`src/rtl/instr_encoder_if.sv`:
```
// Request / IM-write / status bundle between a program source and instr_encoder.
// The source drives the master side. The encoder is the slave side.
// The handshake is valid/ready on requests and we/ready on IM writes.
interface instr_encoder_if #(
   parameter int ADDR_W = 10
);
   // program control
   logic              start;
   logic [ADDR_W-1:0] base;
   logic              seal;
   // request channel
   logic              req_valid;
   logic              req_ready;
   logic [3:0]        req_kind;
   logic [4:0]        req_rs;
   logic [4:0]        req_rt;
   logic [4:0]        req_rd;
   logic [15:0]       req_imm;
   // IM write channel
   logic              im_we;
   logic              im_ready;
   logic [ADDR_W-1:0] im_addr;
   logic [31:0]       im_wdata;
   // status
   logic              busy;
   logic              done;
   logic              wrapped;
   logic              err;

   modport master (
      output start, base, seal,
      output req_valid, req_kind, req_rs, req_rt, req_rd, req_imm,
      output im_ready,
      input  req_ready, im_we, im_addr, im_wdata,
      input  busy, done, wrapped, err
   );

   modport slave (
      input  start, base, seal,
      input  req_valid, req_kind, req_rs, req_rt, req_rd, req_imm,
      input  im_ready,
      output req_ready, im_we, im_addr, im_wdata,
      output busy, done, wrapped, err
   );
endinterface

```
`src/rtl/instr_encoder.sv`:
```
// Purpose: encodes symbolic MIPS requests into 32-bit words and streams them to IM at consecutive addresses.
// Latency: a word accepted at edge N is presented on im_we/im_wdata in the cycle after N.
// Backpressure: the FIFO absorbs a stalled IM. req_ready drops while it is full, with no pass-through.
// Optional feature: define INSTR_ENC_CHECK_EN to drop illegal kinds and raise the sticky err flag.
module instr_encoder #(
   parameter int ADDR_W = 10,
   parameter int DEPTH  = 4
) (
   input logic            clk,
   input logic            rst,
   instr_encoder_if.slave bus
);

   localparam int PW = (DEPTH > 1) ? $clog2(DEPTH) : 1;
   localparam int CW = PW + 1;
   localparam logic [CW-1:0] DEPTH_C = CW'(DEPTH);

   typedef enum logic [1:0] {
      S_IDLE  = 2'd0,
      S_RUN   = 2'd1,
      S_DRAIN = 2'd2,
      S_DONE  = 2'd3
   } state_t;

   state_t            state_q;
   logic              busy_q;
   logic              done_q;
   logic [ADDR_W-1:0] addr_q;
   logic              wrapped_q;

   logic [31:0]       mem_q [DEPTH];
   logic [PW-1:0]     wr_ptr_q;
   logic [PW-1:0]     rd_ptr_q;
   logic [CW-1:0]     count_q;

   logic              full;
   logic              empty;
   logic              req_ready;
   logic              accept;
   logic              push;
   logic              pop;
   logic [31:0]       enc_word;

   assign full      = (count_q == DEPTH_C);
   assign empty     = (count_q == '0);
   // The ready and write-enable signals depend only on registered state.
   assign req_ready = (state_q == S_RUN) && !full;
   assign accept    = bus.req_valid && req_ready;
   assign pop       = !empty && bus.im_ready;

   // Encode the presented request into its machine word.
   always_comb begin
      enc_word = '0;
      case (bus.req_kind)
         4'd0:    enc_word = {6'h00, bus.req_rs, bus.req_rt, bus.req_rd, 5'd0, 6'h20}; // ADD
         4'd1:    enc_word = {6'h00, bus.req_rs, bus.req_rt, bus.req_rd, 5'd0, 6'h22}; // SUB
         4'd2:    enc_word = {6'h00, bus.req_rs, bus.req_rt, bus.req_rd, 5'd0, 6'h21}; // ADDU
         4'd3:    enc_word = {6'h00, bus.req_rs, bus.req_rt, bus.req_rd, 5'd0, 6'h23}; // SUBU
         4'd4:    enc_word = {6'h0D, bus.req_rs, bus.req_rt, bus.req_imm};             // ORI
         4'd5:    enc_word = {6'h04, bus.req_rs, bus.req_rt, bus.req_imm};             // BEQ
         4'd6:    enc_word = {6'h05, bus.req_rs, bus.req_rt, bus.req_imm};             // BNE
         4'd7:    enc_word = {6'h23, bus.req_rs, bus.req_rt, bus.req_imm};             // LW
         4'd8:    enc_word = {6'h2B, bus.req_rs, bus.req_rt, bus.req_imm};             // SW
         4'd9:    enc_word = {6'h0F, 5'd0, bus.req_rt, bus.req_imm};                   // LUI, rs forced to 0
         4'd10:   enc_word = {6'h0A, bus.req_rs, bus.req_rt, bus.req_imm};             // SLTI
         default: enc_word = '0;                                                       // illegal: NOP
      endcase
   end

`ifdef INSTR_ENC_CHECK_EN
   logic kind_legal;
   logic err_q;

   assign kind_legal = (bus.req_kind <= 4'd10);
   assign push       = accept && kind_legal;
   assign bus.err    = err_q;

   // The sticky illegal-kind flag is cleared by a new program start.
   always_ff @(posedge clk or posedge rst) begin
      if (rst) begin
         err_q <= 1'b0;
      end else if (state_q == S_IDLE && bus.start) begin
         err_q <= 1'b0;
      end else if (accept && !kind_legal) begin
         err_q <= 1'b1;
      end
   end
`else
   assign push    = accept;
   assign bus.err = 1'b0;
`endif

   // Control FSM. busy and done are registered alongside the state.
   always_ff @(posedge clk or posedge rst) begin
      if (rst) begin
         state_q <= S_IDLE;
         busy_q  <= 1'b0;
         done_q  <= 1'b0;
      end else begin
         done_q <= 1'b0;
         case (state_q)
            S_IDLE: begin
               if (bus.start) begin
                  state_q <= S_RUN;
                  busy_q  <= 1'b1;
               end
            end
            S_RUN: begin
               if (bus.seal) begin
                  state_q <= S_DRAIN;
               end
            end
            S_DRAIN: begin
               if (empty) begin
                  state_q <= S_DONE;
                  done_q  <= 1'b1;
               end
            end
            S_DONE: begin
               state_q <= S_IDLE;
               busy_q  <= 1'b0;
            end
            default: begin
               state_q <= S_IDLE;
               busy_q  <= 1'b0;
            end
         endcase
      end
   end

   // The address counter loads on start and advances once per completed IM write.
   always_ff @(posedge clk or posedge rst) begin
      if (rst) begin
         addr_q    <= '0;
         wrapped_q <= 1'b0;
      end else if (state_q == S_IDLE && bus.start) begin
         addr_q    <= bus.base;
         wrapped_q <= 1'b0;
      end else if (pop) begin
         addr_q <= addr_q + 1'b1;
         if (&addr_q) begin
            wrapped_q <= 1'b1;
         end
      end
   end

   // FIFO pointers and occupancy. A push and a pop in the same cycle leave the count unchanged.
   always_ff @(posedge clk or posedge rst) begin
      if (rst) begin
         wr_ptr_q <= '0;
         rd_ptr_q <= '0;
         count_q  <= '0;
      end else begin
         if (push) begin
            wr_ptr_q <= wr_ptr_q + 1'b1;
         end
         if (pop) begin
            rd_ptr_q <= rd_ptr_q + 1'b1;
         end
         case ({push, pop})
            2'b10:   count_q <= count_q + 1'b1;
            2'b01:   count_q <= count_q - 1'b1;
            default: count_q <= count_q;
         endcase
      end
   end

   // FIFO storage. Reset is not needed because the head is gated while the FIFO is empty.
   always_ff @(posedge clk) begin
      if (push) begin
         mem_q[wr_ptr_q] <= enc_word;
      end
   end

   assign bus.req_ready = req_ready;
   assign bus.im_we     = !empty;
   assign bus.im_addr   = addr_q;
   assign bus.im_wdata  = empty ? 32'h0 : mem_q[rd_ptr_q];
   assign bus.busy      = busy_q;
   assign bus.done      = done_q;
   assign bus.wrapped   = wrapped_q;

endmodule

```
`src/flat_wrapper.sv`:
```
// flat-port wrapper written by rule: the top's interface ports become plain ports
module instr_encoder_flat 
#(
   parameter int ADDR_W = 10,
   parameter int DEPTH  = 4
)
  (clk, rst, bus_start, bus_base, bus_seal, bus_req_valid, bus_req_kind, bus_req_rs, bus_req_rt, bus_req_rd, bus_req_imm, bus_im_ready, bus_req_ready, bus_im_we, bus_im_addr, bus_im_wdata, bus_busy, bus_done, bus_wrapped, bus_err);
  instr_encoder_if #(.ADDR_W(ADDR_W)) bus_i ();
  input logic clk;
  input logic rst;
  input wire logic [$bits(bus_i.start)-1:0] bus_start;
  input wire logic [$bits(bus_i.base)-1:0] bus_base;
  input wire logic [$bits(bus_i.seal)-1:0] bus_seal;
  input wire logic [$bits(bus_i.req_valid)-1:0] bus_req_valid;
  input wire logic [$bits(bus_i.req_kind)-1:0] bus_req_kind;
  input wire logic [$bits(bus_i.req_rs)-1:0] bus_req_rs;
  input wire logic [$bits(bus_i.req_rt)-1:0] bus_req_rt;
  input wire logic [$bits(bus_i.req_rd)-1:0] bus_req_rd;
  input wire logic [$bits(bus_i.req_imm)-1:0] bus_req_imm;
  input wire logic [$bits(bus_i.im_ready)-1:0] bus_im_ready;
  output wire logic [$bits(bus_i.req_ready)-1:0] bus_req_ready;
  output wire logic [$bits(bus_i.im_we)-1:0] bus_im_we;
  output wire logic [$bits(bus_i.im_addr)-1:0] bus_im_addr;
  output wire logic [$bits(bus_i.im_wdata)-1:0] bus_im_wdata;
  output wire logic [$bits(bus_i.busy)-1:0] bus_busy;
  output wire logic [$bits(bus_i.done)-1:0] bus_done;
  output wire logic [$bits(bus_i.wrapped)-1:0] bus_wrapped;
  output wire logic [$bits(bus_i.err)-1:0] bus_err;
  assign bus_i.start = bus_start;
  assign bus_i.base = bus_base;
  assign bus_i.seal = bus_seal;
  assign bus_i.req_valid = bus_req_valid;
  assign bus_i.req_kind = bus_req_kind;
  assign bus_i.req_rs = bus_req_rs;
  assign bus_i.req_rt = bus_req_rt;
  assign bus_i.req_rd = bus_req_rd;
  assign bus_i.req_imm = bus_req_imm;
  assign bus_i.im_ready = bus_im_ready;
  assign bus_req_ready = bus_i.req_ready;
  assign bus_im_we = bus_i.im_we;
  assign bus_im_addr = bus_i.im_addr;
  assign bus_im_wdata = bus_i.im_wdata;
  assign bus_busy = bus_i.busy;
  assign bus_done = bus_i.done;
  assign bus_wrapped = bus_i.wrapped;
  assign bus_err = bus_i.err;
  instr_encoder #(.ADDR_W(ADDR_W), .DEPTH(DEPTH)) u_core (.clk(clk), .rst(rst), .bus(bus_i));
endmodule
```
`config.mk`:
```
export PLATFORM = sky130hd
export DESIGN_NAME = instr_encoder_flat
export DESIGN_NICKNAME = d
export VERILOG_FILES = /design/src/rtl/instr_encoder_if.sv /design/src/rtl/instr_encoder.sv /design/src/flat_wrapper.sv
export SDC_FILE = /design/constraint.sdc
export NUM_CORES = 1
export LEC_CHECK = 0
export CAP_MARGIN = 20
export CORE_ASPECT_RATIO = 0.8
export CORE_MARGIN = 3
export CORE_UTILIZATION = 58
export DETAILED_ROUTE_END_ITERATION = 12
export PLACE_DENSITY_LB_ADDON = 0.1
export SETUP_SLACK_MARGIN = 0.02
export SLEW_MARGIN = 0
export SYNTH_ARGS = -nofsm -noshare
export SYNTH_HDL_FRONTEND = slang
export SYNTH_SLANG_ARGS = --single-unit
```
`constraint.sdc`:
```
create_clock -name clk -period 3.9 [get_ports clk]
set_input_delay 0.78 -clock clk [delete_from_list [all_inputs] [get_ports clk]]
set_output_delay 0.78 -clock clk [all_outputs]
set_load 0.1 [all_outputs]
```
# --- Word-level counts from Yosys, hierarchy flattened ---
# Memory sizes are Yosys's and may differ from the RTL's.
# Cells that the tools add are included.
# W data, S select, Z words.
totals:
  memories: 1
  ff_bits: 22
  input_bits: 51
  mem_bits_rw: 128
  wordCells: 68
memory_table:
  columns: ["name", "depth", "width", "rd", "rd_clocked_by_memory_dff", "wr", "line_no", "text"]
  rows:
  - ["u_core.mem_q", 4, 32, 1, 0, 1, "instr_encoder.sv:31", "logic [31:0] mem_q [DEPTH];"]
op_classes:
  muxes: 18
  eq_ne: 19
  addsub: 5
  reduce_logical: 17
ops:
  columns: ["operator", "count"]
  rows:
  - ["$pmux W32 S11", 1]
  - ["$mux W32", 1]
  - ["$mux W10", 2]
  - ["$eq A4 B3 Y1 const B", 4]
  - ["$eq A4 B4 Y1 const B", 3]
  - ["$add A10 B1 Y10 const B", 1]
  - ["$reduce_and A10 Y1", 1]
  - ["$eq A4 B2 Y1 const B", 2]
  - ["$mux W1", 8]
  - ["$pmux W2 S4", 1]
  - ["$reduce_bool A2 Y1", 4]
  - ["$eq A2 B2 Y1 const B", 3]
  - ["$mux W2", 3]
  - ["$pmux W3 S2", 1]
  - ["$add A2 B1 Y2 const B", 2]
  - ["$eq A2 B1 Y1 const B", 2]
  - ["$eq A4 B1 Y1 const B", 1]
  - ["$logic_and A1 B1 Y1", 4]
  - ["$logic_not A4 Y1", 1]
  - ["$ne A2 B2 Y1 const B", 2]
  - ["$reduce_and A2 Y1", 2]
  - ["$add A3 B1 Y3 const B", 1]
  - ["$eq A3 B3 Y1 const B", 1]
  - ["$logic_not A3 Y1", 1]
  - ["6 further kinds", 7]

# --- Longest topological paths before layout ---
logic_depth:
  ltp_word: 6
  ltp_mapped: 10
  depth_no_buf: 10

# --- Worst setup path before layout ---
# No wires, ideal clock.
synth_path:
  path_kind: "reg-to-output"
  start: "register u_core.count_q[1]"
  end: "output bus_im_wdata[22]"
  path_buffers: 2
  path_stages_with_launch: 5
  setup_slack_ps: 1148
  arrival_ps: 1972
  cell_sequence: "dfrtp_1 -> or3_1 -> buf_6 -> buf_2 -> and2_1"
synth_via:
  elab_chain_cells: 2
synth_lines:
  columns: ["item", "line_no", "text"]
  rows:
  - ["start: declaration", "instr_encoder.sv:34", "logic [CW-1:0] count_q;"]
  - ["start signal: assignment", "instr_encoder.sv:161", "2'b10: count_q <= count_q + 1'b1;"]
  - ["start signal: assignment", "instr_encoder.sv:162", "2'b01: count_q <= count_q - 1'b1;"]
  - ["start signal: assignment", "instr_encoder.sv:163", "default: count_q <= count_q;"]
  - ["$logic_not A3 Y1", "instr_encoder.sv:45", "assign empty = (count_q == '0);"]
  - ["$mux W32", "instr_encoder.sv:178", "assign bus.im_wdata = empty ? 32'h0 : mem_q[rd_ptr_q];"]
  - ["end: declaration", "flat_wrapper.sv:24", "output wire logic [$bits(bus_i.im_wdata)-1:0] bus_im_wdata;"]
# No other way between the ends.

# --- Worst setup path in the final report ---
layout_path:
  start: "register u_core.rd_ptr_q[0]"
  end: "output bus_im_wdata[1]"
layout_via:
  elab_chain_cells: 2
layout_lines:
  columns: ["item", "line_no", "text"]
  rows:
  - ["start: declaration", "instr_encoder.sv:33", "logic [PW-1:0] rd_ptr_q;"]
  - ["start signal: assignment", "instr_encoder.sv:158", "rd_ptr_q <= rd_ptr_q + 1'b1;"]
  - ["$mem_v2 Z4 W32", null, null]
  - ["$mux W32", "instr_encoder.sv:178", null]
# No other way between the ends.

==> impl_metrics.ini <==
[run_status]
run_status = finished clean

[cts]
cts_tree = yes
tritoncts_num_sinks = 146
cts_hold_buf = 0
cts.clk_slew.worst_paths_ns = 0.06
cts_buffer_depth = 2
cts_resized = 0
clock_tree.root_cell = sky130_fd_sc_hd__clkbuf_16
cts.htree.levels = 4
tritoncts.num_buffers = 17
clock_latency_ns = 0.41
post_cts.repair.setup_buffers = 0

[yosys]
synth-warning-count = 0
synth.top_cells.by_count = 124 x sky130_fd_sc_hd__edfxtp_1, 54 x sky130_fd_sc_hd__and2_1, 31 x sky130_fd_sc_hd__mux4_2
synthDistinctLibCells = 44
synth-main-ff-cell = sky130_fd_sc_hd__edfxtp_1
post_synth.cell_area_avg_um2 = 16.6
netlist_area_um2 = 6320
count_of_flip_flops_with_a_built_in_enable_after_synthesis = 124
yosysMostFrequentCell = sky130_fd_sc_hd__edfxtp_1
post_synth_main_area_contributors = sky130_fd_sc_hd__edfxtp_1 59%, sky130_fd_sc_hd__mux4_2 11%, sky130_fd_sc_hd__dfrtp_1 8.7%, sky130_fd_sc_hd__and2_1 5.3%, sky130_fd_sc_hd__ha_1 2.0%
post-synth-top-area-fraction = 0.589
postSynthCellCount = 381
synth-seq-cells = 146
synth_top_area_cell = sky130_fd_sc_hd__edfxtp_1
synth_seq_area_share = 0.676
asyncSetResetFlopFracSynth = 0.151

[setup_path]
arrival_ns = 2.36
critical_path_required_ns = 3.12
criticalPathCategory = flip-flop to primary output
crit_fanout = 17
crit_path_start_kind = flip-flop
type_of_destination_of_the_critical_path = primary output

[cells_and_area]
fin_nets = 545
number_of_inserted_diodes = 0
nFillCells = 631
layout-drive-gt1-share = 0.216
synthToLayoutAreaGrowth_pct = 25.1

[timing]
final-hold-violation-count = 0
slew_viol_final = 0
tightestPinTransition_ns = 0.992
fin_crit_sh = 0.805
final-setup-viol-count = 0
totalNegativeSetupSlack_ns = 0
fmax_mhz = 318
worst_clock_skew_ns = 0.00565
grt_setup_unrepaired = no
post-route-min-period_ns = 3.14
max_slew_margin = 0.337

[routing]
routed_wl_mm = 12.8
drc = 0
number_of_violations_reported_at_the_end_of_detailed_routing_iteration_0 = 296
route.detailed.wl_per_inst_um = 20.1
route.antenna.remaining_nets = 0
drt-pass1-iter-count = 5
detailroute.via_count = 3678
avgViaCountPerCell = 5.78

[global_routing]
via_count_of_the_first_global_routing_pass = 3810
global_route.overflow_total = 0
grt_antenna_before_repair = 0
grt_start_max_net_pins = 33
gr-usage-all-layers = 0.226
grt_pass1_wl_mm = 20.3

[placement]
globalplace.congestion = 0.802
port_buffers = 96
dpl.hpwl_mm = 7.87

[floorplanning]
die_width_um = 123
io_pins = 99
die-height_um = 99.4
floorplan.initialDensity = 0.605
placementRows = 33
design.die.area_um2 = 12200
core_area_um2 = 10400

[worst_hold_path]
hp-class = flip-flop to flip-flop

[flow_run]
max_cap_violations = 0
through the flow:
step	area, um2	std cells	utilization	setup WS (ns)	hold WS (ns)
after floorplan	6320	382	-	1.15	0.526
after global placement	7320	602	0.701	0.977	0.477
after detailed placement	7340	603	0.702	0.867	0.484
after CTS	7900	635	0.756	0.685	0.510
after global routing	7910	636	0.757	0.605	0.523
final	7910	636	0.757	0.759	0.502
cells by family (layout without fill, tap and decap cells):
logic type / after synthesis / count (layout) / synth area share
other: 1 / 2 / 0.000593
XOR/XNOR: 8 / 8 / 0.0111
multiplexers: 38 / 38 / 0.123
AO/OA/AOI/OAI: 44 / 44 / 0.0525
AND/OR/NAND/NOR: 98 / 98 / 0.0885
buffers and inverters: 35 / 149 / 0.0257
adder cells (fa/ha/maj): 11 / 11 / 0.0230
flip-flops: 146 / 146 / 0.676
flip-flops by register name (all words and copies together) (netlist names):
register,flops
u_core.bus.done,1
u_core.mem_q,124
u_core.count_q,3
u_core.bus.wrapped,1
u_core.bus.im_addr,10
u_core.bus.busy,1
u_core.wr_ptr_q,2
u_core.state_q,2
u_core.rd_ptr_q,2
worst paths after layout:
check | start | to | slack (ns) | depth (start not counted)
setup / recovery | u_core.rd_ptr_q[0] | bus_im_wdata[1] | 0.76 | 4
hold / removal | u_core.bus.wrapped | u_core.bus.wrapped | 0.50 | 1
setup reg to reg | u_core.state_q[1] | u_core.mem_q[1][6] | 1.63 | 4
hold reg to reg | u_core.bus.wrapped | u_core.bus.wrapped | 0.50 | 1
max in group asynchronous | rst | u_core.rd_ptr_q[0] | 2.44 | 2
min in group asynchronous | rst | u_core.wr_ptr_q[1] | 0.85 | 2
worst max-delay path, cell delays in order (launching register included):
cell and delay, ns:
sky130_fd_sc_hd__dfrtp_2 0.74, sky130_fd_sc_hd__buf_12 0.26, sky130_fd_sc_hd__mux4_2 0.54, sky130_fd_sc_hd__and2_1 0.17
sky130_fd_sc_hd__buf_4 0.22
layout make-up:
class | instances | area (um2) | share of cell area
Clock buffer | 23 | 510 | 0.0646
Clock inverter | 9 | 52.6 | 0.00665
Inverter | 14 | 52.6 | 0.00665
Sequential cell | 146 | 4280 | 0.541
Tap cell | 140 | 175 | 0.0222
Timing Repair Buffer | 103 | 951 | 0.120
Multi-Input combinational cell | 201 | 1890 | 0.239
placed cells by master (no fill, tap or decap), drive strengths merged, types with 7 or more instances in the layout:
| cell | synthesis | layout |
|---|---|---|
| and2 | 54 | 54 |
| dfrtp | 22 | 22 |
| a31oi | 7 | 7 |
| o21ai | 8 | 8 |
| inv | 14 | 14 |
| mux4 | 31 | 31 |
| o31ai | 7 | 7 |
| buf | 13 | 40 |
| nor2 | 13 | 13 |
| edfxtp | 124 | 124 |
| clkbuf | 8 | 23 |
| nand2 | 10 | 10 |
| clkinv | 0 | 7 |
| ha | 10 | 10 |
| clkdlybuf4s50 | 0 | 63 |
layer usage:
| layer | GRT usage | wire, um | up-vias | share of wire |
|---|---|---|---|---|
| li1 | - | - | 1663 | - |
| met1 | 0.310 | 5350 | 1857 | 0.42 |
| met2 | 0.356 | 6420 | 143 | 0.50 |
| met3 | 0.0580 | 893 | 15 | 0.070 |
| met4 | 0.0826 | 142 | 0 | 0.011 |
| met5 | 0 | 0 | - | 0 |
Power is not shown: default switching activity piles up to over one toggle a cycle in this logic, so the estimate is an artifact.
